$ cat src/rtl/alu_pipe_if.sv
// rtl/alu_pipe_if.sv - request/response bundle between an alu_pipe requester and the alu_pipe core
interface alu_pipe_if #(parameter int WIDTH = 32);
  logic             in_valid;
  logic             in_ready;
  logic [WIDTH-1:0] a;
  logic [WIDTH-1:0] b;
  logic [3:0]       op;
  logic             out_valid;
  logic             out_ready;
  logic [WIDTH-1:0] result;
  logic             zero;

  modport master (
    output in_valid, a, b, op, out_ready,
    input  in_ready, out_valid, result, zero
  );

  modport slave (
    input  in_valid, a, b, op, out_ready,
    output in_ready, out_valid, result, zero
  );
endinterface

$ cat src/rtl/alu_pipe.sv
// rtl/alu_pipe.sv - handshaked ALU with one-cycle ops and bit-serial shifts/rotates
// Defining ALU_PIPE_MUL_EN adds op 1101 as a WIDTH-cycle shift-add multiply.
module alu_pipe #(
  parameter int WIDTH = 32
) (
  input  logic      clk,
  input  logic      rst,
  alu_pipe_if.slave bus
);
  localparam int SHW = $clog2(WIDTH);
`ifdef ALU_PIPE_MUL_EN
  localparam int CW = SHW + 1;
`else
  localparam int CW = SHW;
`endif

  typedef enum logic [1:0] {IDLE, EXEC, DONE} state_t;

  state_t           state_q, state_d;
  logic [WIDTH-1:0] res_q, load_res, step_res;
  logic [CW-1:0]    cnt_q, start_cnt;
  logic [3:0]       op_q;
  logic [SHW-1:0]   amt;
  logic             accept, start_exec;
`ifdef ALU_PIPE_MUL_EN
  logic [WIDTH-1:0] mcand_q, mplier_q;
`endif

  assign amt           = bus.b[SHW-1:0];
  assign bus.in_ready  = (state_q == IDLE) || ((state_q == DONE) && bus.out_ready);
  assign bus.out_valid = (state_q == DONE);
  assign bus.result    = res_q;
  assign bus.zero      = (res_q == '0);
  assign accept        = bus.in_valid && bus.in_ready;

  // Value loaded at accept: final result for one-cycle ops, seed for iterative ones.
  always_comb begin
    load_res   = '0;
    start_exec = 1'b0;
    start_cnt  = '0;
    case (bus.op)
      4'b0000: load_res = bus.a + bus.b;
      4'b0001: load_res = bus.a - bus.b;
      4'b0010: load_res = {WIDTH{bus.a >= bus.b}};
      4'b0011: load_res = {WIDTH{bus.a < bus.b}};
      4'b0100: load_res = {WIDTH{bus.a != bus.b}};
      4'b0101: load_res = {WIDTH{bus.a == bus.b}};
      4'b0110: load_res = bus.a & bus.b;
      4'b0111: load_res = bus.a | bus.b;
      4'b1000: load_res = bus.a ^ bus.b;
      4'b1001, 4'b1010, 4'b1011, 4'b1100: begin
        load_res   = bus.a;
        start_exec = (amt != '0);
        start_cnt  = CW'(amt);
      end
`ifdef ALU_PIPE_MUL_EN
      4'b1101: begin
        load_res   = '0;
        start_exec = 1'b1;
        start_cnt  = CW'(WIDTH);
      end
`endif
      default: load_res = '0;
    endcase
  end

  always_comb begin
    step_res = res_q;
    case (op_q)
      4'b1001: step_res = {res_q[WIDTH-2:0], res_q[WIDTH-1]};
      4'b1010: step_res = {res_q[0], res_q[WIDTH-1:1]};
      4'b1011: step_res = {res_q[WIDTH-2:0], 1'b0};
      4'b1100: step_res = {1'b0, res_q[WIDTH-1:1]};
`ifdef ALU_PIPE_MUL_EN
      4'b1101: step_res = mplier_q[0] ? (res_q + mcand_q) : res_q;
`endif
      default: step_res = res_q;
    endcase
  end

  always_comb begin
    state_d = state_q;
    case (state_q)
      EXEC:    if (cnt_q == CW'(1)) state_d = DONE;
      DONE:    if (bus.out_ready) state_d = IDLE;
      default: state_d = state_q;
    endcase
    // A DONE handshake with a new request overrides the return to IDLE.
    if (accept) state_d = start_exec ? EXEC : DONE;
  end

  always_ff @(posedge clk) begin
    if (rst) state_q <= IDLE;
    else     state_q <= state_d;
  end

  always_ff @(posedge clk) begin
    if (rst) begin
      res_q    <= '0;
      cnt_q    <= '0;
      op_q     <= '0;
`ifdef ALU_PIPE_MUL_EN
      mcand_q  <= '0;
      mplier_q <= '0;
`endif
    end else if (accept) begin
      res_q    <= load_res;
      cnt_q    <= start_cnt;
      op_q     <= bus.op;
`ifdef ALU_PIPE_MUL_EN
      mcand_q  <= bus.a;
      mplier_q <= bus.b;
`endif
    end else if (state_q == EXEC) begin
      res_q    <= step_res;
      cnt_q    <= cnt_q - CW'(1);
`ifdef ALU_PIPE_MUL_EN
      mcand_q  <= {mcand_q[WIDTH-2:0], 1'b0};
      mplier_q <= {1'b0, mplier_q[WIDTH-1:1]};
`endif
    end
  end
endmodule
$ cat src/flat_wrapper.sv
// flat-port wrapper written by rule: the top's interface ports become plain ports
module alu_pipe_flat 
#(
  parameter int WIDTH = 32
)
  (clk, rst, bus_in_valid, bus_a, bus_b, bus_op, bus_out_ready, bus_in_ready, bus_out_valid, bus_result, bus_zero);
  alu_pipe_if #(.WIDTH(WIDTH)) bus_i ();
  input  logic clk;
  input  logic rst;
  input wire logic [$bits(bus_i.in_valid)-1:0] bus_in_valid;
  input wire logic [$bits(bus_i.a)-1:0] bus_a;
  input wire logic [$bits(bus_i.b)-1:0] bus_b;
  input wire logic [$bits(bus_i.op)-1:0] bus_op;
  input wire logic [$bits(bus_i.out_ready)-1:0] bus_out_ready;
  output wire logic [$bits(bus_i.in_ready)-1:0] bus_in_ready;
  output wire logic [$bits(bus_i.out_valid)-1:0] bus_out_valid;
  output wire logic [$bits(bus_i.result)-1:0] bus_result;
  output wire logic [$bits(bus_i.zero)-1:0] bus_zero;
  assign bus_i.in_valid = bus_in_valid;
  assign bus_i.a = bus_a;
  assign bus_i.b = bus_b;
  assign bus_i.op = bus_op;
  assign bus_i.out_ready = bus_out_ready;
  assign bus_in_ready = bus_i.in_ready;
  assign bus_out_valid = bus_i.out_valid;
  assign bus_result = bus_i.result;
  assign bus_zero = bus_i.zero;
  alu_pipe #(.WIDTH(WIDTH)) u_core (.clk(clk), .rst(rst), .bus(bus_i));
endmodule
$ cat config.mk
export PLATFORM = sky130hd
export DESIGN_NAME = alu_pipe_flat
export DESIGN_NICKNAME = d
export VERILOG_FILES = /design/src/rtl/alu_pipe_if.sv /design/src/rtl/alu_pipe.sv /design/src/flat_wrapper.sv
export SDC_FILE = /design/constraint.sdc
export NUM_CORES = 1
export LEC_CHECK = 0
export ABC_AREA = 1
export CORE_ASPECT_RATIO = 0.5
export CORE_UTILIZATION = 40
export DETAILED_ROUTE_END_ITERATION = 8
export GPL_ROUTABILITY_DRIVEN = 0
export HOLD_SLACK_MARGIN = 0.02
export PLACE_DENSITY = 0.72
export SYNTH_ARGS = -nofsm -noshare
export SYNTH_HDL_FRONTEND = slang
export SYNTH_SLANG_ARGS = --single-unit
$ cat constraint.sdc
create_clock -name clk -period 1.9 [get_ports clk]
set_input_delay 0.19 -clock clk [delete_from_list [all_inputs] [get_ports clk]]
set_output_delay 0.19 -clock clk [all_outputs]
set_load 0.02 [all_outputs]
==> After elaboration in Yosys (flattened, before gate mapping) <==
Cells that the tools add are included.
{ "word_totals": {"output_inout_bits": 35, "word_cells": 61, "register_bits": 43} }
{ "classes": {"order_cmp": 2, "n_reduce_logical": 13, "muxes": 13, "n_bitwise": 3, "addsub": 3, "eq_ne": 23} }
{ "ops": {"columns": ["op", "count"], "rows": [
  ["$pmux 32 s10", 1],
  ["$pmux 32 s4", 1],
  ["$mux 32", 2],
  ["$eq 4x4->1 const B", 9],
  ["$add 32x32->32", 1],
  ["$and 32x32->32", 1],
  ["$eq 32x32->1", 1],
  ["$ge 32x32->1", 1],
  ["$logic_not 32->1", 1],
  ["$lt 32x32->1", 1],
  ["$ne 32x32->1", 1],
  ["$or 32x32->32", 1],
  ["$sub 32x32->32", 1],
  ["$xor 32x32->32", 1],
  ["$eq 4x3->1 const B", 4],
  ["$mux 5", 3],
  ["$reduce_bool 5->1", 2],
  ["$eq 4x2->1 const B", 2],
  ["$mux 2", 4],
  ["$eq 5x1->1 const B", 1],
  ["$sub 5x1->5 const B", 1],
  ["$eq 4x1->1 const B", 1],
  ["$logic_not 4->1", 1],
  ["$pmux 2 s2", 1],
  ["13 further kinds", 14]
]} }

==> Depth between registers and ports, before layout <==
{ "depth": {"word_depth": 6, "depth_mapped": 19} }

==> Least setup slack after synthesis <==
Ideal clock, no wire load.
{ "synth_path": {"path_type": "in2reg", "from": "input port bus_a[0]", "to": "register u_core.res_q[8] (netlist: u_core.bus.result[8])", "stages": 18, "n_path_buf": 1, "slack_ns": -0.205, "required_ns": 1.783, "arrival_ns": 1.987, "path_cell_list": "inv_1 -> ha_1 -> fa_1 -> inv_1 -> nand2_1 -> nand2_1 -> nand3_1 -> nand2_2 -> nand2_2 -> nand2_2 -> nand2_2 -> nand3_1 -> nand2_2 -> nor2_8 -> buf_12 -> nand2_2 -> a21oi_2 -> nor2_1"} }
{ "synth_between": {"elab_chain_len": 3, "elab_cells_between_ends": 8, "cone_classes": "add/sub: 2; order compare: 2; eq/ne: 2; mux: 2"} }
{ "synth_lines": {"columns": ["element", "line", "source"], "rows": [
  ["start: declaration", "flat_wrapper.sv:11", "input wire logic [$bits(bus_i.a)-1:0] bus_a;"],
  ["$sub 32x32->32, or another cell as far along", "alu_pipe.sv:43", "4'b0001: load_res = bus.a - bus.b;"],
  ["$pmux 32 s10 (*)", "alu_pipe.sv:41", "case (bus.op)"],
  ["$mux 32 (*)", "alu_pipe.sv:106", "end else if (accept) begin"],
  ["end signal: assignment", "alu_pipe.sv:107", "res_q <= load_res;"],
  ["end signal: assignment", "alu_pipe.sv:115", "res_q <= step_res;"],
  ["end: declaration", "alu_pipe.sv:20", "logic [WIDTH-1:0] res_q, load_res, step_res;"]
]} }
Every way passes the cells marked *; elsewhere a longest branch is shown, timed or not.
A chain may end at the register's enable or synchronous reset.

==> Worst setup path in the final report <==
{ "layout_path": {"from": "input port bus_a[2]", "to": "register u_core.res_q[18] (netlist: u_core.bus.result[18])"} }
Same word-level chain as after synthesis.

==> implementation parameters <==
Parameter                              Value

Status
  Outcome ... complete, but fails checks
  Violated checks ... setup timing

STA
  Pins over their slew limit ... 0
  Summed negative setup slack over all endpoints ... -6.50 ns
  Slew at the pin closest to its max-slew limit ... 0.519 ns
  Slew Limit Headroom ... 65.2%
  Setup-failing EPs final ... 32
  Skew final ... 0.00804 ns
  Final period utilization ... 121%
  Post-route worst setup slack ... -0.390 ns
  Final critical path time including I/O delays and setup ... 2.29 ns
  Hold violation count in the final report ... 0
  Setup repair after global routing missed its margin ... yes
  Max Clock Freq ... 437 MHz
  Worst hold margin ... 0.318 ns

Finish
  Area of the multi-input gates ... 0.00885 sq mm
  Fraction of layout instances using a drive strength above 1 ... 43.4%
  Final instance area ... 0.0164 sq mm
  Net count reported at finish ... 2,489
  Footprint of the flip-flops and latches ... 861 sq um
  Number of fill cells ... 1,731
  Core occupancy in the finished layout ... 70.7%
  Synth-to-Final Area Change ... 70.6%

Worst setup path
  End of the worst register-to-register path ... u_core.bus.result[9]
  Startpoint-to-endpoint class of the critical path ... input pin to flip-flop
  CP Max Fanout ... 6
  Critical path's largest stage delay ... 0.32 ns
  Data required time of the critical path ... 2.07 ns
  Top Family by Delay on Critical Path ... simple AND/OR/NAND/NOR gates
  Endpoint type of the worst setup path ... flip-flop
  Arrival time reported for the critical path endpoint ... 2.46 ns
  Worst-case reg-to-reg path depth ... 10
  Crit-path slowest cell ... sky130_fd_sc_hd__ha_4
  Worst R2R Start ... u_core.op_q[1]
  Crit path buffers/inverters ... 3
  Setup crit start kind ... input pin
  Cells traversed along the worst timing path ... clkdlybuf4s15_1 > inv_1 > ha_4 > nand2_1 > nor2_2 > nand3_1 > nand3b_1 > nand2_1 > a21oi_1 > nor2_1 > nor2_1 > buf_4 > nand3_4 > nand2_4 > a21oi_2
  Slack of the worst reg-to-reg path ... -0.06 ns

Synth
  Synth unique cells ... 45
  Sequential cell area fraction in the yosys report ... 8.94%
  Synthesis-stage register bit count ... 43
  Post-Syn Instances ... 1,797
  Post-synth EDFFs ... 0
  Top FF cell, synth ... sky130_fd_sc_hd__dfxtp_1
  Largest area contributor in the netlist ... sky130_fd_sc_hd__nand2_1
  Mapped Area ... 0.00963 sq mm
  Share of synthesized registers carrying an async set or reset ... 0%
  Share of Yosys cell area claimed by the top area cell type ... 19.5%
  Top cells by area, synth ... sky130_fd_sc_hd__nand2_1 19%, sky130_fd_sc_hd__inv_1 14%, sky130_fd_sc_hd__ha_1 14%
  Ys Warns ... 0
  Most frequent cell after synthesis ... sky130_fd_sc_hd__nand2_1
  Synthesized net count ... 1,975
  Commonest cells in the netlist ... 500 x sky130_fd_sc_hd__nand2_1, 353 x sky130_fd_sc_hd__inv_1, 166 x sky130_fd_sc_hd__nor2_1
  Synthesized area divided by synthesized cell count ... 5.36 sq um

Drt
  Post-DR vias/cell ... 5.57
  Post-route ant nets ... 0
  WL per Instance ... 17.5 um
  DRT iter0 DRCs ... 1,975
  DRC violations left ... 0
  Via Count ... 14,600
  Iteration count of the initial detailed-routing pass ... 6
  Post-detailed-routing wire length ... 45.8 mm

CTS
  Clock tree from TritonCTS ... yes
  Root cell of the clock tree ... sky130_fd_sc_hd__clkbuf_16
  Max clock buf depth ... 2
  Worst-path clk slew ... 0.07 ns
  Number of levels in the clock H-tree ... 2
  Number of buffers inserted during clock tree synthesis ... 5
  Clock latency at the later pin of the worst-skew pair ... 0.29 ns
  Num Clock Sinks ... 43

Global route
  Largest net degree at the start of global routing ... 41
  Antenna violations before repair ... 2
  Global-route congestion overflow total ... 0
  First-pass GRT wire length ... 67.1 mm
  Overall Global Routing Usage ... 33.4%
  Number of global-route vias before repair ... 13,000

Die
  Vertical extent of the die ... 112 um
  IO Count ... 107
  Total Die Area ... 0.0247 sq mm
  Row count ... 39
  Placeable core region ... 0.0232 sq mm
  Die outline width ... 221 um
  Starting utilization of the core area ... 41.5%

Placed design
  Placed Instance Area ... 0.0143 sq mm
  DP HPWL ... 33.5 mm
  Quantity of I/O buffers inserted on ports ... 106

Pwr
  Lkg Pwr ... 8.61 nW
  Power Internal ... 4.17 mW
  Sw Share ... 48.1%
  Overall power after layout ... 8.04 mW
  Share of total power in sequential cells ... 15.1%
  Share of total power in combinational logic ... 73.8%
  Clock group share of total power ... 11.1%
  Total power density per cell area ... 490 mW/mm^2
  Worst voltage drop across the vdd grid ... 383 uV
  P_sw ... 3.87 mW

Run
  # Max-Cap Violations ... 0

Hold path
  Launch instance of the worst min-delay path ... bus_b[4]
  Hold Crit Class ... input pin to flip-flop
  Count of cells along the worst hold path ... 4
  Hold worst-path end ... u_core.cnt_q[4]
-- final cells by class --
type	count	share of cell area, %
repair buffers	571	28.6
clock inverters	3	0.152
multi-input cells	1318	53.9
diodes	2	0.0305
inverters	372	9.02
clock buffers	5	0.762
flip-flops and latches	43	5.24
well taps	307	2.34
-- flip-flops by register name, summed over array words and instances, names as in the netlist --
register and cells:
u_core.bus.result 32, u_core.op_q 4, u_core.state_q 2, u_core.cnt_q 5
-- cells in the final DEF (no fill, tap or decap), types with 5 or more instances in the layout --
cell | Yosys | layout
sky130_fd_sc_hd__buf_2 | 13 | 14
sky130_fd_sc_hd__ha_1 | 104 | 58
sky130_fd_sc_hd__nor3_1 | 16 | 9
sky130_fd_sc_hd__and2_1 | 6 | 5
sky130_fd_sc_hd__inv_4 | 1 | 23
sky130_fd_sc_hd__nand2_4 | 1 | 29
sky130_fd_sc_hd__ha_2 | 0 | 9
sky130_fd_sc_hd__nand3_1 | 135 | 86
sky130_fd_sc_hd__buf_12 | 1 | 16
sky130_fd_sc_hd__nor2_1 | 166 | 118
sky130_fd_sc_hd__inv_2 | 17 | 75
sky130_fd_sc_hd__nor2_2 | 8 | 30
sky130_fd_sc_hd__a21oi_1 | 103 | 72
sky130_fd_sc_hd__o21bai_1 | 15 | 10
sky130_fd_sc_hd__nand2_1 | 500 | 371
sky130_fd_sc_hd__buf_8 | 0 | 5
sky130_fd_sc_hd__clkdlybuf4s15_1 | 0 | 10
sky130_fd_sc_hd__nand3_4 | 0 | 15
sky130_fd_sc_hd__buf_4 | 10 | 427
sky130_fd_sc_hd__o21ai_2 | 0 | 5
sky130_fd_sc_hd__a21oi_2 | 6 | 35
sky130_fd_sc_hd__clkbuf_2 | 0 | 21
sky130_fd_sc_hd__nand2_2 | 16 | 117
sky130_fd_sc_hd__o22ai_1 | 35 | 35
sky130_fd_sc_hd__o21ai_0 | 118 | 111
sky130_fd_sc_hd__nand3_2 | 2 | 36
sky130_fd_sc_hd__dfxtp_1 | 43 | 43
sky130_fd_sc_hd__inv_1 | 353 | 269
sky130_fd_sc_hd__clkbuf_16 | 0 | 5
sky130_fd_sc_hd__nor2_4 | 8 | 34
sky130_fd_sc_hd__a221oi_1 | 21 | 16
sky130_fd_sc_hd__a221oi_2 | 0 | 5
sky130_fd_sc_hd__dlygate4sd2_1 | 0 | 7
sky130_fd_sc_hd__buf_6 | 9 | 30
sky130_fd_sc_hd__nor3_2 | 0 | 5
sky130_fd_sc_hd__nor4_1 | 11 | 7
sky130_fd_sc_hd__nand3b_1 | 5 | 5
sky130_fd_sc_hd__clkdlybuf4s50_1 | 0 | 36
sky130_fd_sc_hd__nand4_1 | 21 | 21
sky130_fd_sc_hd__ha_4 | 0 | 37
-- worst min-delay path, delay by kind of cell --
kind	cells	cell delay, ns
compound gates	1	0.08
buf+inv	2	0.24
simple gates	1	0.06
-- logic make-up after synthesis --
kind of cell               count (synthesis)  synth area share (%)
buffers and inverters                    436                  18.5
and+or+nand+nor                          897                  39.8
xor gates and xnor gates                   3                 0.273
AOI/OAI and AO/OA                        312                  18.6
DFF                                       43                  8.94
adders and majority gates                106                  13.9
-- routing by layer --
layer,GRT usage [%],vias up,share of wire (%)
met5,0,-,0.10
met4,10.4,2,4.6
met3,8.16,238,15
met2,51.8,1077,42
met1,45.6,6572,39
li1,-,6710,-
-- per-stage QoR --
step / instances / setup slack (ns)
floorplan: 1797 / -0.0563
global placement: 2543 / -1.04
detailed placement: 2543 / -1.06
CTS: 2599 / -0.179
global route: 2619 / -0.396
finish: 2621 / -0.390
-- how the worst max path moves through the flow --
stage                     startpoint                     to  slack [ns]  cells after the start
after global placement      bus_a[0]  u_core.bus.result[12]       -1.04                     16
after global routing        bus_a[2]  u_core.bus.result[18]       -0.40                     15
after detailed placement    bus_a[0]  u_core.bus.result[12]       -1.06                     16
final                       bus_a[2]  u_core.bus.result[18]       -0.39                     15
after floorplan            bus_a[24]   u_core.bus.result[5]       -0.06                     16
after CTS                   bus_a[9]   u_core.bus.result[6]       -0.18                     17
-- power groups by stage --
stage                     clock [mW]  combinational, mW  sequential (mW)
final                          0.895               5.93             1.21
after global routing           0.927               6.29             1.23
after CTS                      0.886               5.25             1.20
after detailed placement           0               4.88             1.21
after global placement             0               4.82             1.21
after floorplan                    0               2.42             1.39
-- repair_timing --
| action | in CTS | in global routing |
|---|---|---|
| setup buffers | 48 | 22 |
| pin swaps | 97 | 141 |
| hold buffers | 0 | 0 |
| setup endpoints to repair | 39 | 40 |
| cloned | 1 | 0 |
| resized for setup | 368 | 302 |
Note: power is estimated with default switching activity, not from simulation.
==> variant (same settings) <==
`WIDTH` is set to 32 in 3 places; all go to 16.
--- a/src/rtl/alu_pipe_if.sv
+++ b/src/rtl/alu_pipe_if.sv
@@ -1,5 +1,5 @@
 // rtl/alu_pipe_if.sv - request/response bundle between an alu_pipe requester and the alu_pipe core
-interface alu_pipe_if #(parameter int WIDTH = 32);
+interface alu_pipe_if #(parameter int WIDTH = 16);
   logic             in_valid;
   logic             in_ready;
   logic [WIDTH-1:0] a;
--- a/src/rtl/alu_pipe.sv
+++ b/src/rtl/alu_pipe.sv
@@ -1,7 +1,7 @@
 // rtl/alu_pipe.sv - handshaked ALU with one-cycle ops and bit-serial shifts/rotates
 // Defining ALU_PIPE_MUL_EN adds op 1101 as a WIDTH-cycle shift-add multiply.
 module alu_pipe #(
-  parameter int WIDTH = 32
+  parameter int WIDTH = 16
 ) (
   input  logic      clk,
   input  logic      rst,
--- a/src/flat_wrapper.sv
+++ b/src/flat_wrapper.sv
@@ -1,7 +1,7 @@
 // flat-port wrapper written by rule: the top's interface ports become plain ports
 module alu_pipe_flat 
 #(
-  parameter int WIDTH = 32
+  parameter int WIDTH = 16
 )
   (clk, rst, bus_in_valid, bus_a, bus_b, bus_op, bus_out_ready, bus_in_ready, bus_out_valid, bus_result, bus_zero);
   alu_pipe_if #(.WIDTH(WIDTH)) bus_i ();
Ports: changed (resized bus_a, bus_b and bus_result); port bits go from 107 to 59. The function was not compared with the original's and may differ.
==> variant against the original RTL <==
- total power down 53%
- via count down 55%
- wire length down 60%
- synthesized cell count down 54%
- sequential cell count down 17
- design area down 54%
- synthesized area down 51%
- clock power down 48%
- worst setup slack better by 0.44 ns
- critical path type unchanged
- largest power group unchanged
==> variant: results <==
{
  "status": "completed",
  "yosysSeqAreaShare": 0.1113,
  "dr.pass1.iters": 5,
  "worst_pin_slew_ns": 0.5894,
  "track_usage": 0.2846,
  "grt_pass1_wl_mm": 27.83,
  "pg_clk_mw": 0.469,
  "p_per_area_nw_per_um2": 499.3,
  "crit_path_top_delay_cell": "fa_2",
  "synth-compound-area-share": 0.1951,
  "synthXorXnorAreaFrac": 0,
  "via_per_inst": 5.321,
  "crit_fanout": 7,
  "area_delta_synth_final_pct": 61.09,
  "p_int_mw": 2.065,
  "largest_reg_flops": 16,
  "cts.repair.resized": 147,
  "p_leak_nw": 3.861,
  "port_buffers": 58,
  "seq_share": 0.06927,
  "buf_share": 0.2806,
  "p_total_mw": 3.761,
  "syn_nets": 929,
  "grt_pass1_vias": 5860,
  "synth_fa_ha_area_frac": 0.1557,
  "synthTopCellsByArea": "nand2_1 (18%), ha_1 (15%), inv_1 (12%), dfxtp_1 (11%), a21oi_1 (7.8%)",
  "inverters": 153,
  "cp.arrival_ns": 1.99,
  "num-multi-input-gates": 629,
  "p_comb_mw": 2.54,
  "synth_cell_types": 36,
  "ys_seq_elements": 26,
  "post_cts_buffers": 16,
  "fill_cells": 900,
  "place_hpwl_mm": 13.63
}
-- variant: changes by cell type after synthesis, moves of 18 or more --
cell	change
nand2_1	-276
inv_1	-206
nor2_1	-102
nand3_1	-71
o21ai_0	-59
ha_1	-49
a21oi_1	-30
clkbuf_1	-23
o22ai_1	-20
a221oi_1	-18
-- variant: worst paths after layout --
check / startpoint / endpoint / slack (ns) / cells past startpoint
worst max-delay path: bus_a[0] / u_core.bus.result[0] / 0.05 / 17
worst min-delay path: bus_b[3] / u_core.cnt_q[3] / 0.35 / 4
worst max register to register: u_core.op_q[0] / u_core.bus.result[4] / 0.05 / 10
worst min register to register: u_core.state_q[0] / u_core.state_q[0] / 0.50 / 2
-- variant: metal layers --
| metal | wire (microns) | GRT usage |
|---|---|---|
| met1 | 7822 | 0.3862 |
| met2 | 8077 | 0.4541 |
| met3 | 2194 | 0.06184 |
| met4 | 389 | 0.07228 |
| met5 | 0 | 0 |
